<file path="config.mk">
export PLATFORM = sky130hd
export DESIGN_NAME = bin_maxpool2x2_mc_flat
export DESIGN_NICKNAME = d
export VERILOG_FILES = /design/src/rtl/bin_maxpool2x2_mc_pkg.sv /design/src/rtl/bin_maxpool2x2_mc_if.sv /design/src/rtl/bin_maxpool2x2_mc_line_buf.sv /design/src/rtl/bin_maxpool2x2_mc.sv /design/src/flat_wrapper.sv
export SDC_FILE = /design/constraint.sdc
export NUM_CORES = 1
export LEC_CHECK = 0
export BUFFER_PORTS_ARGS = -buffer_cell sky130_fd_sc_hd__buf_4
export CAP_MARGIN = 30
export CORE_MARGIN = 3
export CORE_UTILIZATION = 55
export DETAILED_ROUTE_END_ITERATION = 7
export PLACE_DENSITY_LB_ADDON = 0.3
export SLEW_MARGIN = 10
export SYNTH_ARGS = -nofsm -noshare
export SYNTH_HDL_FRONTEND = slang
export SYNTH_SLANG_ARGS = --single-unit
</file>
<file path="constraint.sdc">
create_clock -name iCLK -period 6.1 [get_ports iCLK]
set_input_delay 1.22 -clock iCLK [delete_from_list [all_inputs] [get_ports iCLK]]
set_output_delay 1.22 -clock iCLK [all_outputs]
set_load 0.005 [all_outputs]
</file>
<file path="src/rtl/bin_maxpool2x2_mc_pkg.sv">
// Shared types and defaults for the binarised 2x2 pooling stage.
// Optional stride-1 support is selected with MPOOL_STRIDE1_EN.
package bin_pool_pkg;

    typedef enum logic [1:0] {
        ST_IDLE = 2'd0,
        ST_RUN  = 2'd1,
        ST_DONE = 2'd2
    } state_e;

    localparam int CH_DEF    = 8;
    localparam int MAX_W_DEF = 28;
    localparam int MAX_H_DEF = 28;

    // Never returns 0, so degenerate sizes still give a legal vector width.
    function automatic int safe_clog2(input int n);
        return (n <= 2) ? 1 : $clog2(n);
    endfunction

endpackage

</file>
<file path="src/rtl/bin_maxpool2x2_mc_if.sv">
// Pixel-stream and frame-control bundle for bin_maxpool2x2_mc.
// iSTRIDE1 exists only when MPOOL_STRIDE1_EN is defined.
interface bin_maxpool2x2_mc_if #(
    parameter int CH = bin_pool_pkg::CH_DEF,
    parameter int WW = bin_pool_pkg::safe_clog2(bin_pool_pkg::MAX_W_DEF + 1),
    parameter int HW = bin_pool_pkg::safe_clog2(bin_pool_pkg::MAX_H_DEF + 1)
);
    logic          iSTART;
    logic [WW-1:0] iWIDTH;
    logic [HW-1:0] iHEIGHT;
    logic          iVALID;
    logic [CH-1:0] iDATA;
`ifdef MPOOL_STRIDE1_EN
    logic          iSTRIDE1;
`endif
    logic          oVALID;
    logic [CH-1:0] oDATA_OR;
    logic [CH-1:0] oDATA_AND;
    logic          oBUSY;
    logic          oDONE;

    modport slave (
        input  iSTART, iWIDTH, iHEIGHT, iVALID, iDATA,
`ifdef MPOOL_STRIDE1_EN
        input  iSTRIDE1,
`endif
        output oVALID, oDATA_OR, oDATA_AND, oBUSY, oDONE
    );

    modport master (
        output iSTART, iWIDTH, iHEIGHT, iVALID, iDATA,
`ifdef MPOOL_STRIDE1_EN
        output iSTRIDE1,
`endif
        input  oVALID, oDATA_OR, oDATA_AND, oBUSY, oDONE
    );

endinterface

</file>
<file path="src/rtl/bin_maxpool2x2_mc_line_buf.sv">
// One-row pixel store: asynchronous read and synchronous write at a shared
// address, so the read returns the previous row's pixel in the write cycle.
module mp_line_buf #(
    parameter int WL    = bin_pool_pkg::CH_DEF,
    parameter int DEPTH = bin_pool_pkg::MAX_W_DEF,
    parameter int AW    = bin_pool_pkg::safe_clog2(DEPTH)
) (
    input  logic          clk,
    input  logic          en,
    input  logic [AW-1:0] addr,
    input  logic [WL-1:0] wdata,
    output logic [WL-1:0] rdata
);
    logic [WL-1:0] mem [DEPTH];

    assign rdata = mem[addr];

    always_ff @(posedge clk) begin
        if (en) begin
            mem[addr] <= wdata;
        end
    end

endmodule

</file>
<file path="src/rtl/bin_maxpool2x2_mc.sv">
// Streaming 2x2 OR/AND pool over CH-bit binarised pixels with runtime frame size.
// Define MPOOL_STRIDE1_EN to add the iSTRIDE1 overlapping-window mode.
module bin_maxpool2x2_mc #(
    parameter int CH    = bin_pool_pkg::CH_DEF,
    parameter int MAX_W = bin_pool_pkg::MAX_W_DEF,
    parameter int MAX_H = bin_pool_pkg::MAX_H_DEF,
    parameter int WW    = bin_pool_pkg::safe_clog2(MAX_W + 1),
    parameter int HW    = bin_pool_pkg::safe_clog2(MAX_H + 1)
) (
    input  logic iCLK,
    input  logic iRST,
    bin_maxpool2x2_mc_if.slave bus
);
    import bin_pool_pkg::*;

    localparam int AW = safe_clog2(MAX_W);

    state_e        state_q, state_d;
    logic [WW-1:0] col_q, col_d, w_q, w_d;
    logic [HW-1:0] row_q, row_d, h_q, h_d;
    logic [CH-1:0] cur_q, cur_d, up_q, up_d;
    logic          ovalid_q, ovalid_d;
    logic [CH-1:0] oor_q, oor_d, oand_q, oand_d;
    logic          busy_q, busy_d, done_q, done_d;
`ifdef MPOOL_STRIDE1_EN
    logic          stride1_q, stride1_d;
`endif

    logic [CH-1:0] lb_rd, pool_or, pool_and;
    logic          accept, size_ok, win_done, last_col, last_row;

    assign size_ok  = (bus.iWIDTH  >= WW'(2)) && (bus.iWIDTH  <= WW'(MAX_W)) &&
                      (bus.iHEIGHT >= HW'(2)) && (bus.iHEIGHT <= HW'(MAX_H));
    assign accept   = (state_q == ST_RUN) && bus.iVALID && !bus.iSTART;
    assign last_col = (col_q == w_q - WW'(1));
    assign last_row = (row_q == h_q - HW'(1));

`ifdef MPOOL_STRIDE1_EN
    assign win_done = stride1_q ? ((row_q != '0) && (col_q != '0)) : (row_q[0] && col_q[0]);
`else
    assign win_done = row_q[0] && col_q[0];
`endif

    mp_line_buf #(
        .WL    (CH),
        .DEPTH (MAX_W),
        .AW    (AW)
    ) u_line_buf (
        .clk   (iCLK),
        .en    (accept),
        .addr  (col_q[AW-1:0]),
        .wdata (bus.iDATA),
        .rdata (lb_rd)
    );

    // The window is formed from this cycle's pixel and line-buffer read plus
    // the previous ones, so the "delayed" window taps are simply cur_q/up_q.
    genvar gi;
    for (gi = 0; gi < CH; gi++) begin : g_pool
        assign pool_or[gi]  = bus.iDATA[gi] | cur_q[gi] | lb_rd[gi] | up_q[gi];
        assign pool_and[gi] = bus.iDATA[gi] & cur_q[gi] & lb_rd[gi] & up_q[gi];
    end

    always_comb begin
        state_d  = state_q;
        col_d    = col_q;
        row_d    = row_q;
        w_d      = w_q;
        h_d      = h_q;
        cur_d    = cur_q;
        up_d     = up_q;
        ovalid_d = 1'b0;
        oor_d    = oor_q;
        oand_d   = oand_q;
`ifdef MPOOL_STRIDE1_EN
        stride1_d = stride1_q;
`endif
        if (bus.iSTART) begin
            w_d     = bus.iWIDTH;
            h_d     = bus.iHEIGHT;
            col_d   = '0;
            row_d   = '0;
            state_d = size_ok ? ST_RUN : ST_DONE;
`ifdef MPOOL_STRIDE1_EN
            stride1_d = bus.iSTRIDE1;
`endif
        end else begin
            case (state_q)
                ST_IDLE: state_d = ST_IDLE;
                ST_RUN: begin
                    if (accept) begin
                        cur_d = bus.iDATA;
                        up_d  = lb_rd;
                        if (win_done) begin
                            ovalid_d = 1'b1;
                            oor_d    = pool_or;
                            oand_d   = pool_and;
                        end
                        if (last_col) begin
                            col_d = '0;
                            row_d = row_q + HW'(1);
                            if (last_row) begin
                                state_d = ST_DONE;
                            end
                        end else begin
                            col_d = col_q + WW'(1);
                        end
                    end
                end
                ST_DONE: state_d = ST_IDLE;
                default: state_d = ST_IDLE;
            endcase
        end
        busy_d = (state_d == ST_RUN);
        done_d = (state_d == ST_DONE);
    end

    always_ff @(posedge iCLK or posedge iRST) begin
        if (iRST) begin
            state_q  <= ST_IDLE;
            col_q    <= '0;
            row_q    <= '0;
            w_q      <= '0;
            h_q      <= '0;
            cur_q    <= '0;
            up_q     <= '0;
            ovalid_q <= 1'b0;
            oor_q    <= '0;
            oand_q   <= '0;
            busy_q   <= 1'b0;
            done_q   <= 1'b0;
`ifdef MPOOL_STRIDE1_EN
            stride1_q <= 1'b0;
`endif
        end else begin
            state_q  <= state_d;
            col_q    <= col_d;
            row_q    <= row_d;
            w_q      <= w_d;
            h_q      <= h_d;
            cur_q    <= cur_d;
            up_q     <= up_d;
            ovalid_q <= ovalid_d;
            oor_q    <= oor_d;
            oand_q   <= oand_d;
            busy_q   <= busy_d;
            done_q   <= done_d;
`ifdef MPOOL_STRIDE1_EN
            stride1_q <= stride1_d;
`endif
        end
    end

    assign bus.oVALID    = ovalid_q;
    assign bus.oDATA_OR  = oor_q;
    assign bus.oDATA_AND = oand_q;
    assign bus.oBUSY     = busy_q;
    assign bus.oDONE     = done_q;

endmodule

</file>
<file path="src/flat_wrapper.sv">
// flat-port wrapper written by rule: the top's interface ports become plain ports
module bin_maxpool2x2_mc_flat import bin_pool_pkg::*;
#(
    parameter int CH    = bin_pool_pkg::CH_DEF,
    parameter int MAX_W = bin_pool_pkg::MAX_W_DEF,
    parameter int MAX_H = bin_pool_pkg::MAX_H_DEF,
    parameter int WW    = bin_pool_pkg::safe_clog2(MAX_W + 1),
    parameter int HW    = bin_pool_pkg::safe_clog2(MAX_H + 1)
)
  (iCLK, iRST, bus_iSTART, bus_iWIDTH, bus_iHEIGHT, bus_iVALID, bus_iDATA, bus_oVALID, bus_oDATA_OR, bus_oDATA_AND, bus_oBUSY, bus_oDONE);
  bin_maxpool2x2_mc_if #(.CH(CH), .WW(WW), .HW(HW)) bus_i ();
  input  logic iCLK;
  input  logic iRST;
  input wire logic [$bits(bus_i.iSTART)-1:0] bus_iSTART;
  input wire logic [$bits(bus_i.iWIDTH)-1:0] bus_iWIDTH;
  input wire logic [$bits(bus_i.iHEIGHT)-1:0] bus_iHEIGHT;
  input wire logic [$bits(bus_i.iVALID)-1:0] bus_iVALID;
  input wire logic [$bits(bus_i.iDATA)-1:0] bus_iDATA;
  output wire logic [$bits(bus_i.oVALID)-1:0] bus_oVALID;
  output wire logic [$bits(bus_i.oDATA_OR)-1:0] bus_oDATA_OR;
  output wire logic [$bits(bus_i.oDATA_AND)-1:0] bus_oDATA_AND;
  output wire logic [$bits(bus_i.oBUSY)-1:0] bus_oBUSY;
  output wire logic [$bits(bus_i.oDONE)-1:0] bus_oDONE;
  assign bus_i.iSTART = bus_iSTART;
  assign bus_i.iWIDTH = bus_iWIDTH;
  assign bus_i.iHEIGHT = bus_iHEIGHT;
  assign bus_i.iVALID = bus_iVALID;
  assign bus_i.iDATA = bus_iDATA;
  assign bus_oVALID = bus_i.oVALID;
  assign bus_oDATA_OR = bus_i.oDATA_OR;
  assign bus_oDATA_AND = bus_i.oDATA_AND;
  assign bus_oBUSY = bus_i.oBUSY;
  assign bus_oDONE = bus_i.oDONE;
  bin_maxpool2x2_mc #(.CH(CH), .MAX_W(MAX_W), .MAX_H(MAX_H), .WW(WW), .HW(HW)) u_core (.iCLK(iCLK), .iRST(iRST), .bus(bus_i));
endmodule
</file>
==> impl_table.tex, run 1 <==
\begin{tabular}{lr}
\hline
Metric & Value \\
\hline
\multicolumn{2}{l}{\textbf{GRT}} \\
Maximum number of pins on one net before global-route repair & 69 \\
Grt ovf & 0 \\
Global router's overall resource usage & 22.8\% \\
Initial antenna violation count & 0 \\
Wire length of the first global-routing pass & 38.9 mm \\
Via count of the first global-routing pass & 6,537 \\
\multicolumn{2}{l}{\textbf{Synthesis}} \\
Most used flip-flop cell after synthesis & edfxtp\_1 \\
Parity-gate share of the synthesized area counting xor and xnor cells & 0.838\% \\
Fraction of the mapped netlist area in simple logic gates & 7.55\% \\
Part of the Yosys area used for sequential elements & 70.9\% \\
Post-synthesis mux area share & 11.4\% \\
Largest family of logic cells by synthesized area & multiplexers \\
Synthesized netlist net count & 783 \\
Number of synthesized flops with an enable pin & 224 \\
Arithmetic-cell share of the synthesized area counting full adders, half adders and majority gates & 0.762\% \\
Library cells used by synthesis & 51 \\
Mapped cell area & 0.0115 sq mm \\
Flip-flop and latch count after synthesis & 281 \\
Area fraction in compound gates after synthesis & 6.35\% \\
Number of warnings printed during yosys synthesis & 0 \\
Number of standard cells after synthesis & 754 \\
Syn\_area\_per\_cell & 15.2 sq um \\
Share of flip-flops with an asynchronous set or reset after synthesis & 20.3\% \\
\multicolumn{2}{l}{\textbf{Die}} \\
Horizontal extent of the die & 151 um \\
Total Die Area & 0.0227 sq mm \\
Effective utilization at floorplan & 56.5\% \\
Core region area & 0.0204 sq mm \\
Number of placed I/O pins & 41 \\
Core Rows & 52 \\
Die height & 151 um \\
\multicolumn{2}{l}{\textbf{Cells and area}} \\
Number of antenna repair diodes & 0 \\
Storage cell area & 0.00816 sq mm \\
Area used by multi-input combinational logic & 0.00310 sq mm \\
Filler instances & 1,406 \\
Share of layout cells above drive strength 1 & 14.7\% \\
Synthesis-to-layout area growth & 12.5\% \\
Layout net count & 818 \\
\multicolumn{2}{l}{\textbf{Hold path}} \\
Worst min-delay path category & reg2reg \\
Min-delay src & u\_core.bus.oDATA\_AND[4] \\
WHS Path Cells & 1 \\
Worst min-delay path endpoint & u\_core.bus.oDATA\_AND[4] \\
\multicolumn{2}{l}{\textbf{Clocking}} \\
Clock tree from TritonCTS & done \\
Quantity of gates resized following cts & 0 \\
CTS Buf Count & 28 \\
Clock Tree Root & clkbuf\_16 \\
Maximum level of the CTS H-tree & 1 \\
Clk slew on worst S/H paths & 0.06 ns \\
Number of buffers on the longest clock path & 3 \\
Clock latency on the worst-skew pair & 0.55 ns \\
Number of buffers inserted to repair setup after CTS & 0 \\
Sinks on Clock Net & 281 \\
Number of hold buffers added after CTS & 0 \\
\multicolumn{2}{l}{\textbf{Critical path}} \\
Reg2Reg Setup Slack & 2.82 ns \\
Worst r2r dst & u\_core.u\_line\_buf.mem[6][2] \\
Highest fanout seen on the critical path & 19 \\
Cell count of the worst reg-to-reg path & 5 \\
Startpoint of the most critical register-to-register path & u\_core.state\_q[1] \\
Required arrival time at the worst endpoint & 6.33 ns \\
Arrival time of the worst setup path & 3.83 ns \\
CP endpoint kind & register \\
Type of origin of the critical path & input pin \\
Classification of the worst setup path & in2reg \\
\multicolumn{2}{l}{\textbf{Routing}} \\
Vias/cell & 6.29 \\
Wire length per cell after detailed routing & 24.0 um \\
Number of iterations in the first detailed-routing pass & 5 \\
Remaining antenna violation count after routing & 0 \\
DR vias & 6,798 \\
Total Routed Length & 25.9 mm \\
Initial detailed-routing violation count & 734 \\
Total DRC errors in the routed layout & 0 \\
\multicolumn{2}{l}{\textbf{Power}} \\
Leakage component of the power & 0.00427 uW \\
Total internal power & 3230 uW \\
Sw frac & 22.2\% \\
Net switching power figure & 921 uW \\
Flop pwr share & 52.4\% \\
Proportion of power drawn by combinational gates & 6.5\% \\
Power density over the cells & 321 mW/mm\^{}2 \\
IR Drop Worst-Case VDD & 0.221 mV \\
Part of the power in the clock network & 41.0\% \\
\multicolumn{2}{l}{\textbf{Timing}} \\
Hold Worst Slack & 0.503 ns \\
Max-slew headroom & 35.7\% \\
Total negative setup slack & 0 ns \\
Total count of hold-check failures in the final report & 0 \\
Time the worst path needs with I/O delays and setup & 3.60 ns \\
Final worst clock skew & 0.0360 ns \\
Worst Max-Slew Pin Slew & 0.965 ns \\
Tcrit/Tclk final & 58.9\% \\
Count of final setup violators & 0 \\
Max Fclk & 278 MHz \\
Setup repair after global routing missed its margin & no \\
Max Transition Viols Final & 0 \\
\multicolumn{2}{l}{\textbf{Run status}} \\
Status & finished clean \\
\multicolumn{2}{l}{\textbf{Placed design}} \\
RD Place Congestion & 0.972 \\
IO buf count & 40 \\
HPWL reported at the end of detailed placement & 16.6 mm \\
\multicolumn{2}{l}{\textbf{Run}} \\
Number of maximum-capacitance constraint violations & 0 \\
\hline
\end{tabular}
worst max-delay path, cell delays in order:
cell and delay [ns]:
buf_4 0.11, nand3b_1 0.38, nor2_2 0.75, nand2_1 0.54, nor3_1 0.55, clkbuf_2 0.27
placed cells by master (no fill, tap or decap), types with 3 or more instances in the layout:
cell type	Yosys	layout
nor3_1	16	16
nand3b_1	5	5
nand4_1	4	4
o21ai_0	6	6
xor2_1	5	5
a31oi_1	11	11
clkinvlp_4	0	3
xnor2_1	6	6
nor2_1	48	47
o22ai_1	53	53
inv_1	10	9
buf_2	17	3
mux2_2	17	17
clkinv_2	0	7
dfrtp_1	57	56
bufinv_16	0	3
nand3_1	17	17
ha_1	7	7
or4_1	12	12
nor2b_1	4	4
clkbuf_16	0	28
nand2_1	29	29
a22o_1	7	7
mux2i_1	110	110
o22a_1	7	7
buf_4	2	42
clkbuf_1	18	4
a21oi_1	9	9
nor4_1	9	9
nand4bb_1	5	5
clkinv_1	0	3
nand2b_1	4	4
edfxtp_1	224	224
cells in the mapped netlist, types with 10 or more instances:
| library cell | number | area (sq um) |
|---|---|---|
| nor2_1 | 48 | 180 |
| nand3_1 | 17 | 85.1 |
| inv_1 | 10 | 37.5 |
| clkbuf_1 | 18 | 67.6 |
| or4_1 | 12 | 90.1 |
| dfrtp_1 | 57 | 1430 |
| edfxtp_1 | 224 | 6730 |
| buf_2 | 17 | 85.1 |
| mux2_2 | 17 | 191 |
| a31oi_1 | 11 | 68.8 |
| nor3_1 | 16 | 80.1 |
| mux2i_1 | 110 | 1100 |
| nand2_1 | 29 | 109 |
| o22ai_1 | 53 | 332 |
final cells by class:
cell class	instances	share of cell area, %
inverters	11	0.319
clock inverters	18	1.42
repair buffers	48	2.90
flip-flops and latches	281	63.0
multi-input cells	419	24.0
clock buffers	34	5.74
well taps	270	2.61
power groups by stage:
| stage | registers, uW | logic (uW) | clock network (uW) |
|---|---|---|---|
| floorplan | 2190 | 183 | 0 |
| global placement | 2210 | 258 | 0 |
| detailed placement | 2210 | 271 | 0 |
| CTS | 2180 | 272 | 1720 |
| global route | 2180 | 296 | 1810 |
| finish | 2180 | 272 | 1700 |
registers in the layout (all words and copies together) (netlist names):
signal                 cells
u_core.u_line_buf.mem    224
u_core.bus.oVALID          1
u_core.bus.oBUSY           1
u_core.w_q                 5
u_core.bus.oDATA_AND       8
u_core.bus.oDONE           1
u_core.col_q               5
u_core.row_q               5
u_core.bus.oDATA_OR        8
u_core.state_q             2
u_core.h_q                 5
u_core.cur_q               8
u_core.up_q                8
cell families after synthesis:
family,Yosys count
compound gates,108
xor+xnor,11
fa+ha+maj,7
buf+inv,54
flops,281
mux,128
simple gates,165
layer usage:
layer / GRT usage (%) / vias up / share of wire (%)
met5: 0 / - / 0
met4: 5.62 / 0 / 2.4
met1: 34.1 / 3397 / 43
li1: - / 3020 / -
met2: 35.6 / 336 / 47
met3: 3.40 / 45 / 8.2
worst max-delay path by stage:
stage | start | to | cells past startpoint
2_1_floorplan | bus_iVALID | u_core.u_line_buf.mem[7][0] | 5
4_1_cts | bus_iVALID | u_core.u_line_buf.mem[6][5] | 5
6_report | bus_iVALID | u_core.u_line_buf.mem[6][2] | 6
5_1_grt | bus_iVALID | u_core.bus.oDATA_OR[3] | 6
3_5_place_dp | bus_iVALID | u_core.u_line_buf.mem[6][3] | 5
3_3_place_gp | bus_iVALID | u_core.u_line_buf.mem[6][7] | 5
stage by stage:
stage	std cells	area, sq um	power [uW]	utilization, %	setup WS [ns]
finish	1081	12900	4150	63.5	2.50
global route	1081	12900	4280	63.5	2.19
CTS	1077	12900	4170	63.4	2.38
detailed placement	1025	12000	2490	58.9	1.82
global placement	1024	12000	2470	58.8	2.00
floorplan	754	11500	2370	-	2.98
(Power assumes the default switching activity.)
==> run 2, diff against run 1 <==
--- a/config.mk
+++ b/config.mk
@@ -5,6 +5,7 @@
 export SDC_FILE = /design/constraint.sdc
 export NUM_CORES = 1
 export LEC_CHECK = 0
+export ABC_AREA = 1
 export BUFFER_PORTS_ARGS = -buffer_cell sky130_fd_sc_hd__buf_4
 export CAP_MARGIN = 30
 export CORE_MARGIN = 3
==> constraint.sdc (replaced) <==
create_clock -name iCLK -period 3.74 [get_ports iCLK]
set_input_delay 0.748 -clock iCLK [delete_from_list [all_inputs] [get_ports iCLK]]
set_output_delay 0.748 -clock iCLK [all_outputs]
set_load 0.005 [all_outputs]
==> run 2 against run 1 <==
  * Register-to-register slack worse by 1.6 ns
  * Worst setup slack worse by 1.3 ns
  * Sequential cell count did not move
  * Critical path type is now reg2reg
==> impl_table.tex, run 2 <==
\begin{tabular}{lr}
\hline
Metric & Value \\
\hline
\multicolumn{2}{l}{\textbf{Clocking}} \\
Number of buffers inserted to repair setup after CTS & 0 \\
CTS Buf Count & 28 \\
Maximum level of the CTS H-tree & 1 \\
Sinks on Clock Net & 281 \\
Clock tree from TritonCTS & done \\
Clock Tree Root & clkbuf\_16 \\
Quantity of gates resized following cts & 0 \\
Number of hold buffers added after CTS & 0 \\
Clock latency on the worst-skew pair & 0.54 ns \\
Number of buffers on the longest clock path & 3 \\
Clk slew on worst S/H paths & 0.06 ns \\
\multicolumn{2}{l}{\textbf{Timing}} \\
Max Transition Viols Final & 0 \\
Max-slew headroom & 50.4\% \\
Total negative setup slack & 0 ns \\
Worst Max-Slew Pin Slew & 0.744 ns \\
Total count of hold-check failures in the final report & 0 \\
Time the worst path needs with I/O delays and setup & 2.52 ns \\
Count of final setup violators & 0 \\
Final worst clock skew & 0.00807 ns \\
Tcrit/Tclk final & 67.4\% \\
Max Fclk & 397 MHz \\
Setup repair after global routing missed its margin & no \\
Hold Worst Slack & 0.232 ns \\
\multicolumn{2}{l}{\textbf{Critical path}} \\
Classification of the worst setup path & reg2reg \\
Slowest library cell on the worst path & nor2\_1 \\
Reg2Reg Setup Slack & 1.22 ns \\
CP endpoint kind & register \\
Stage delay of the slowest cell on the critical path & 0.63 ns \\
Family with the most delay on the worst path & simple AND/OR/NAND/NOR gates \\
Critical Path Stages & 4 \\
Highest fanout seen on the critical path & 52 \\
Buf/Inv on CP & 1 \\
Arrival time of the worst setup path & 2.69 ns \\
Startpoint of the most critical register-to-register path & u\_core.col\_q[1] \\
CP cell instances & buf\_4, ha\_1, nand2\_1, nor2\_1 \\
Worst r2r dst & u\_core.u\_line\_buf.mem[15][6] \\
Type of origin of the critical path & register \\
Timing endpoint of the critical path & u\_core.u\_line\_buf.mem[15][6] \\
Required arrival time at the worst endpoint & 3.91 ns \\
Cell count of the worst reg-to-reg path & 4 \\
Crit. Startpoint & u\_core.col\_q[1] \\
\multicolumn{2}{l}{\textbf{Die}} \\
Core Rows & 55 \\
Horizontal extent of the die & 160 um \\
Effective utilization at floorplan & 56.8\% \\
Die height & 160 um \\
Core region area & 0.0229 sq mm \\
Number of placed I/O pins & 41 \\
Total Die Area & 0.0255 sq mm \\
\multicolumn{2}{l}{\textbf{Synthesis}} \\
Flip-flop and latch count after synthesis & 281 \\
Most repeated cell in the gate-level netlist after synthesis & nand2\_1 \\
Synthesized netlist net count & 1,434 \\
Syn\_area\_per\_cell & 9.26 sq um \\
Number of warnings printed during yosys synthesis & 0 \\
Mapped cell area & 0.0130 sq mm \\
Synth area leaders & edfxtp\_1 52\%, nand2\_1 15\%, dfrtp\_1 11\% \\
Post-synth top area share & 51.7\% \\
Number of synthesized flops with an enable pin & 224 \\
Most common library cells after synthesis & 526 x nand2\_1, 238 x inv\_1, 224 x edfxtp\_1 \\
Cell type with the largest total area after synthesis & edfxtp\_1 \\
Number of standard cells after synthesis & 1,405 \\
Part of the Yosys area used for sequential elements & 62.7\% \\
Share of flip-flops with an asynchronous set or reset after synthesis & 20.3\% \\
Most used flip-flop cell after synthesis & edfxtp\_1 \\
Library cells used by synthesis & 32 \\
\multicolumn{2}{l}{\textbf{Placed design}} \\
HPWL reported at the end of detailed placement & 18.0 mm \\
Placement Cell Area & 0.0134 sq mm \\
IO buf count & 40 \\
RD Place Congestion & 0.881 \\
Cell Count Post-Placement & 1,718 \\
\multicolumn{2}{l}{\textbf{Routing}} \\
Remaining antenna violation count after routing & 0 \\
Initial detailed-routing violation count & 979 \\
Number of iterations in the first detailed-routing pass & 5 \\
DR vias & 9,147 \\
Total Routed Length & 29.2 mm \\
Total DRC errors in the routed layout & 0 \\
Vias/cell & 5.17 \\
Wire length per cell after detailed routing & 16.5 um \\
\multicolumn{2}{l}{\textbf{Cells and area}} \\
Final standard cell area without fillers & 0.0143 sq mm \\
Synthesis-to-layout area growth & 10.1\% \\
Layout net count & 1,464 \\
Count of non-filler cells in the finished layout & 1,770 \\
Number of antenna repair diodes & 0 \\
Top library cells by usage in the layout, fill and taps aside & 526 x nand2\_1, 237 x inv\_1, 224 x edfxtp\_1, 133 x nand3\_1, 91 x nor2\_1 \\
Share of layout cells above drive strength 1 & 8.17\% \\
Most flops, register & u\_core.u\_line\_buf.mem \\
Most common cell after layout, fill and taps aside & nand2\_1 \\
Max FFs per register & 224 \\
\multicolumn{2}{l}{\textbf{GRT}} \\
Grt ovf & 0 \\
Initial antenna violation count & 0 \\
Maximum number of pins on one net before global-route repair & 94 \\
Wire length of the first global-routing pass & 46.5 mm \\
Via count of the first global-routing pass & 8,632 \\
Global router's overall resource usage & 23.0\% \\
\multicolumn{2}{l}{\textbf{Power}} \\
Leakage component of the power & 0.00670 uW \\
IR Drop Worst-Case VDD & 0.265 mV \\
Power density over the cells & 479 mW/mm\^{}2 \\
\multicolumn{2}{l}{\textbf{Run status}} \\
Status & finished clean \\
\multicolumn{2}{l}{\textbf{Hold path}} \\
Worst min-delay path category & in2async \\
\multicolumn{2}{l}{\textbf{Run}} \\
Number of maximum-capacitance constraint violations & 0 \\
\hline
\end{tabular}
-- run 2: layout make-up --
type	instances	area, sq um
fillers	1856	8590
flip-flops and latches	281	8160
multi-input cells	830	3580
inverters	246	928
clock buffers	34	764
well taps	313	392
repair buffers	48	373
clock inverters	18	133
-- run 2: how the worst min path moves through the flow --
stage | start | end | slack [ns] | depth (start not counted)
after floorplan | u_core.up_q[4] | u_core.up_q[4] | 0.46 | 2
after global placement | u_core.bus.oDATA_AND[7] | u_core.bus.oDATA_AND[7] | 0.47 | 2
after detailed placement | u_core.bus.oDATA_AND[7] | u_core.bus.oDATA_AND[7] | 0.47 | 2
after CTS | iRST | u_core.bus.oDATA_AND[7] | 0.23 | 2
after global routing | iRST | u_core.bus.oDATA_AND[7] | 0.25 | 2
final | iRST | u_core.bus.oDATA_AND[7] | 0.23 | 2
-- run 2: kinds of logic (layout without fill, tap and decap cells) --
logic type,after synthesis,after routing,share of synthesized area [%]
AND/OR/NAND/NOR,789,789,25.3
buffers and inverters,294,346,9.81
flip-flops,281,281,62.7
AO/OA/AOI/OAI,25,25,0.981
XOR/XNOR,9,9,0.606
adder cells (fa/ha/maj),7,7,0.673
-- run 2: per-layer routing --
layer	routed length, um	vias up	share of wire, %	GRT usage (%)
li1	-	4449	-	-
met1	12500	4298	43	32.6
met2	13900	346	48	37.8
met3	2160	54	7.4	2.98
met4	655	0	2.2	6.86
met5	0	-	0	0
-- run 2: metrics by stage --
stage	worst slack (ns)	util (%)	power [uW]
2_1_floorplan	1.59	-	4020
3_3_place_gp	0.732	58.6	4190
3_5_place_dp	0.689	58.6	4210
4_1_cts	1.22	62.5	6890
5_1_grt	1.03	62.5	7110
6_report	1.22	62.5	6860
-- run 2: power breakdown --
part	switching (uW)	internal, uW	leakage [uW]
Combinational	430	189	0.00350
Clock	1130	1580	0.000444
Sequential	67.0	3470	0.00276
-- run 2: worst reg2reg max path: cells and delay by family, from the launching register on --
family | cells | cell delay (ns)
buf+inv | 1 | 0.50
simple gates | 2 | 0.96
flops | 1 | 0.37
fa+ha+maj | 1 | 0.32
==> run 3, diff against run 2 <==
--- a/config.mk
+++ b/config.mk
@@ -5,7 +5,7 @@
 export SDC_FILE = /design/constraint.sdc
 export NUM_CORES = 1
 export LEC_CHECK = 0
-export ABC_AREA = 1
+export ABC_AREA = 0
 export BUFFER_PORTS_ARGS = -buffer_cell sky130_fd_sc_hd__buf_4
 export CAP_MARGIN = 30
 export CORE_MARGIN = 3
==> constraint.sdc (replaced) <==
create_clock -name iCLK -period 2.6 [get_ports iCLK]
set_input_delay 0.52 -clock iCLK [delete_from_list [all_inputs] [get_ports iCLK]]
set_output_delay 0.52 -clock iCLK [all_outputs]
set_load 0.005 [all_outputs]
==> run 3 against run 2 <==
  * Die area fell by 11%
  * Global-route usage shrank 0.17 points
  * Cell area fell by 7.1%
  * Clock skew is 0.0064 ns higher
  * Register-to-register slack worse by 1.1 ns
  * Fmax up 0.91%
==> impl_table.tex, run 3 (synthesis gave the netlist of run 1 again) <==
\begin{tabular}{lr}
\hline
Metric & Value \\
\hline
\multicolumn{2}{l}{\textbf{Cells and area}} \\
Filler instances & 1,377 \\
Count of non-filler cells in the finished layout & 1,127 \\
Share of layout cells above drive strength 1 & 18.4\% \\
Synthesis-to-layout area growth & 15.8\% \\
Most flops, register & u\_core.u\_line\_buf.mem \\
Max FFs per register & 224 \\
Layout net count & 865 \\
Most common cell after layout, fill and taps aside & edfxtp\_1 \\
Number of antenna repair diodes & 0 \\
Top library cells by usage in the layout, fill and taps aside & 224 x edfxtp\_1, 110 x mux2i\_1, 88 x buf\_4, 54 x dfrtp\_1, 53 x o22ai\_1 \\
\multicolumn{2}{l}{\textbf{Critical path}} \\
Reg2Reg Setup Slack & 0.10 ns \\
Arrival time of the worst setup path & 2.91 ns \\
Cell count of the worst reg-to-reg path & 6 \\
Startpoint of the most critical register-to-register path & u\_core.col\_q[4] \\
Highest fanout seen on the critical path & 20 \\
Classification of the worst setup path & reg2reg \\
Worst r2r dst & u\_core.bus.oDATA\_OR[4] \\
Type of origin of the critical path & register \\
CP endpoint kind & register \\
Required arrival time at the worst endpoint & 3.01 ns \\
\multicolumn{2}{l}{\textbf{Routing}} \\
Total DRC errors in the routed layout & 0 \\
Initial detailed-routing violation count & 647 \\
DR vias & 6,999 \\
Number of iterations in the first detailed-routing pass & 5 \\
Total Routed Length & 25.7 mm \\
Vias/cell & 6.21 \\
Remaining antenna violation count after routing & 0 \\
Wire length per cell after detailed routing & 22.8 um \\
\multicolumn{2}{l}{\textbf{Die}} \\
Number of placed I/O pins & 41 \\
Effective utilization at floorplan & 56.5\% \\
Horizontal extent of the die & 151 um \\
Core region area & 0.0204 sq mm \\
Die height & 151 um \\
Core Rows & 52 \\
Total Die Area & 0.0227 sq mm \\
\multicolumn{2}{l}{\textbf{Timing}} \\
Max Fclk & 401 MHz \\
Min setup slack post-route & 0.103 ns \\
Setup repair after global routing missed its margin & no \\
Total count of hold-check failures in the final report & 0 \\
Count of final setup violators & 0 \\
Worst Max-Slew Pin Slew & 0.764 ns \\
Max Transition Viols Final & 0 \\
Final worst clock skew & 0.0145 ns \\
Tcrit/Tclk final & 96.0\% \\
Max-slew headroom & 48.6\% \\
Time the worst path needs with I/O delays and setup & 2.50 ns \\
Total negative setup slack & 0 ns \\
\multicolumn{2}{l}{\textbf{Power}} \\
IR Drop Worst-Case VDD & 0.519 mV \\
Overall power after layout & 9620 uW \\
Power density over the cells & 723 mW/mm\^{}2 \\
Leakage component of the power & 0.00450 uW \\
\multicolumn{2}{l}{\textbf{Hold path}} \\
Worst min-delay path endpoint & u\_core.w\_q[0] \\
WHS Path Cells & 3 \\
Worst min-delay path category & in2reg \\
Min-delay src & bus\_iWIDTH[0] \\
\multicolumn{2}{l}{\textbf{Run status}} \\
Status & finished clean \\
\multicolumn{2}{l}{\textbf{Clocking}} \\
CTS Buf Count & 28 \\
Clk slew on worst S/H paths & 0.06 ns \\
Clock tree from TritonCTS & done \\
Clock latency on the worst-skew pair & 0.53 ns \\
Maximum level of the CTS H-tree & 1 \\
Clock Tree Root & clkbuf\_16 \\
Number of buffers on the longest clock path & 3 \\
Sinks on Clock Net & 281 \\
\multicolumn{2}{l}{\textbf{Placed design}} \\
HPWL reported at the end of detailed placement & 17.1 mm \\
RD Place Congestion & 0.891 \\
IO buf count & 40 \\
Cell Count Post-Placement & 1,075 \\
Place WS & 0.100 ns \\
\multicolumn{2}{l}{\textbf{GRT}} \\
Via count of the first global-routing pass & 6,882 \\
Maximum number of pins on one net before global-route repair & 49 \\
Grt ovf & 0 \\
Global router's overall resource usage & 22.9\% \\
Initial antenna violation count & 0 \\
Wire length of the first global-routing pass & 39.3 mm \\
\multicolumn{2}{l}{\textbf{Run}} \\
Number of maximum-capacitance constraint violations & 0 \\
\hline
\end{tabular}
run 3: cell count changes in the layout (fill, tap and decap cells not counted), sizes merged, moves of 8 or more:
cell / previous run / this run
nand2: 527 / 29
inv: 246 / 12
nand3: 135 / 17
mux2i: 0 / 110
o22ai: 2 / 53
buf: 48 / 94
nor2: 93 / 48
mux2: 0 / 17
or4: 0 / 12
a31oi: 0 / 11
nor4: 0 / 9
clkinv: 15 / 7
run 3: worst max path at each step:
stage                     from                     endpoint  slack, ns  cells past startpoint
6_report       u_core.col_q[4]       u_core.bus.oDATA_OR[4]       0.10                      6
5_1_grt        u_core.col_q[4]       u_core.bus.oDATA_OR[4]       0.04                      6
4_1_cts        u_core.col_q[0]       u_core.bus.oDATA_OR[4]       0.09                      7
3_5_place_dp   u_core.col_q[0]       u_core.bus.oDATA_OR[4]       0.10                      7
3_3_place_gp   u_core.col_q[1]      u_core.bus.oDATA_AND[4]       0.14                      8
2_1_floorplan       bus_iVALID  u_core.u_line_buf.mem[7][0]       0.18                      5
run 3: layer usage:
layer	up-vias	wire [um]	track usage (%)	share of wire, %
li1	3109	-	-	-
met1	3537	10900	32.7	43
met2	309	12300	37.2	48
met3	44	1930	3.34	7.5
met4	0	539	6.30	2.1
met5	-	0	0	0
run 3: final cells by class:
type / count / area (sq um) / area share (%)
Inverter: 11 / 41.3 / 0.310
Sequential cell: 281 / 8160 / 61.3
Multi-Input combinational cell: 419 / 3100 / 23.3
Tap cell: 270 / 338 / 2.54
Clock buffer: 41 / 781 / 5.87
Clock inverter: 10 / 98.8 / 0.743
Timing Repair Buffer: 95 / 791 / 5.94
run 3: through the flow:
stage | cell area [sq um] | hold slack (ns) | utilization [%]
floorplan | 11500 | 0.479 | -
global placement | 12400 | 0.456 | 61.0
detailed placement | 12400 | 0.471 | 61.0
CTS | 13300 | 0.193 | 65.3
global route | 13300 | 0.208 | 65.3
finish | 13300 | 0.211 | 65.3
run 3: timing repair:
action	4_1_cts	5_1_grt
hold buffers	1	0
setup endpoints to repair	0	9
gates resized for setup	0	2
setup buffers	0	0
hold endpoints to repair	9	0
run 3: worst max-delay path: stages (launching register included):
cell       delay [ns]
dfrtp_1          0.75
nand4bb_1        0.48
o22ai_1          0.19
nor4_1           0.44
buf_4            0.21
nand2_1          0.10
o22a_1           0.22
run 3: where the power goes:
part / total, uW / switching (uW) / leakage, uW / internal, uW
sequential: 5090 / 106 / 0.00274 / 4980
clock: 3850 / 1580 / 0.000428 / 2270
combinational: 680 / 391 / 0.00134 / 289
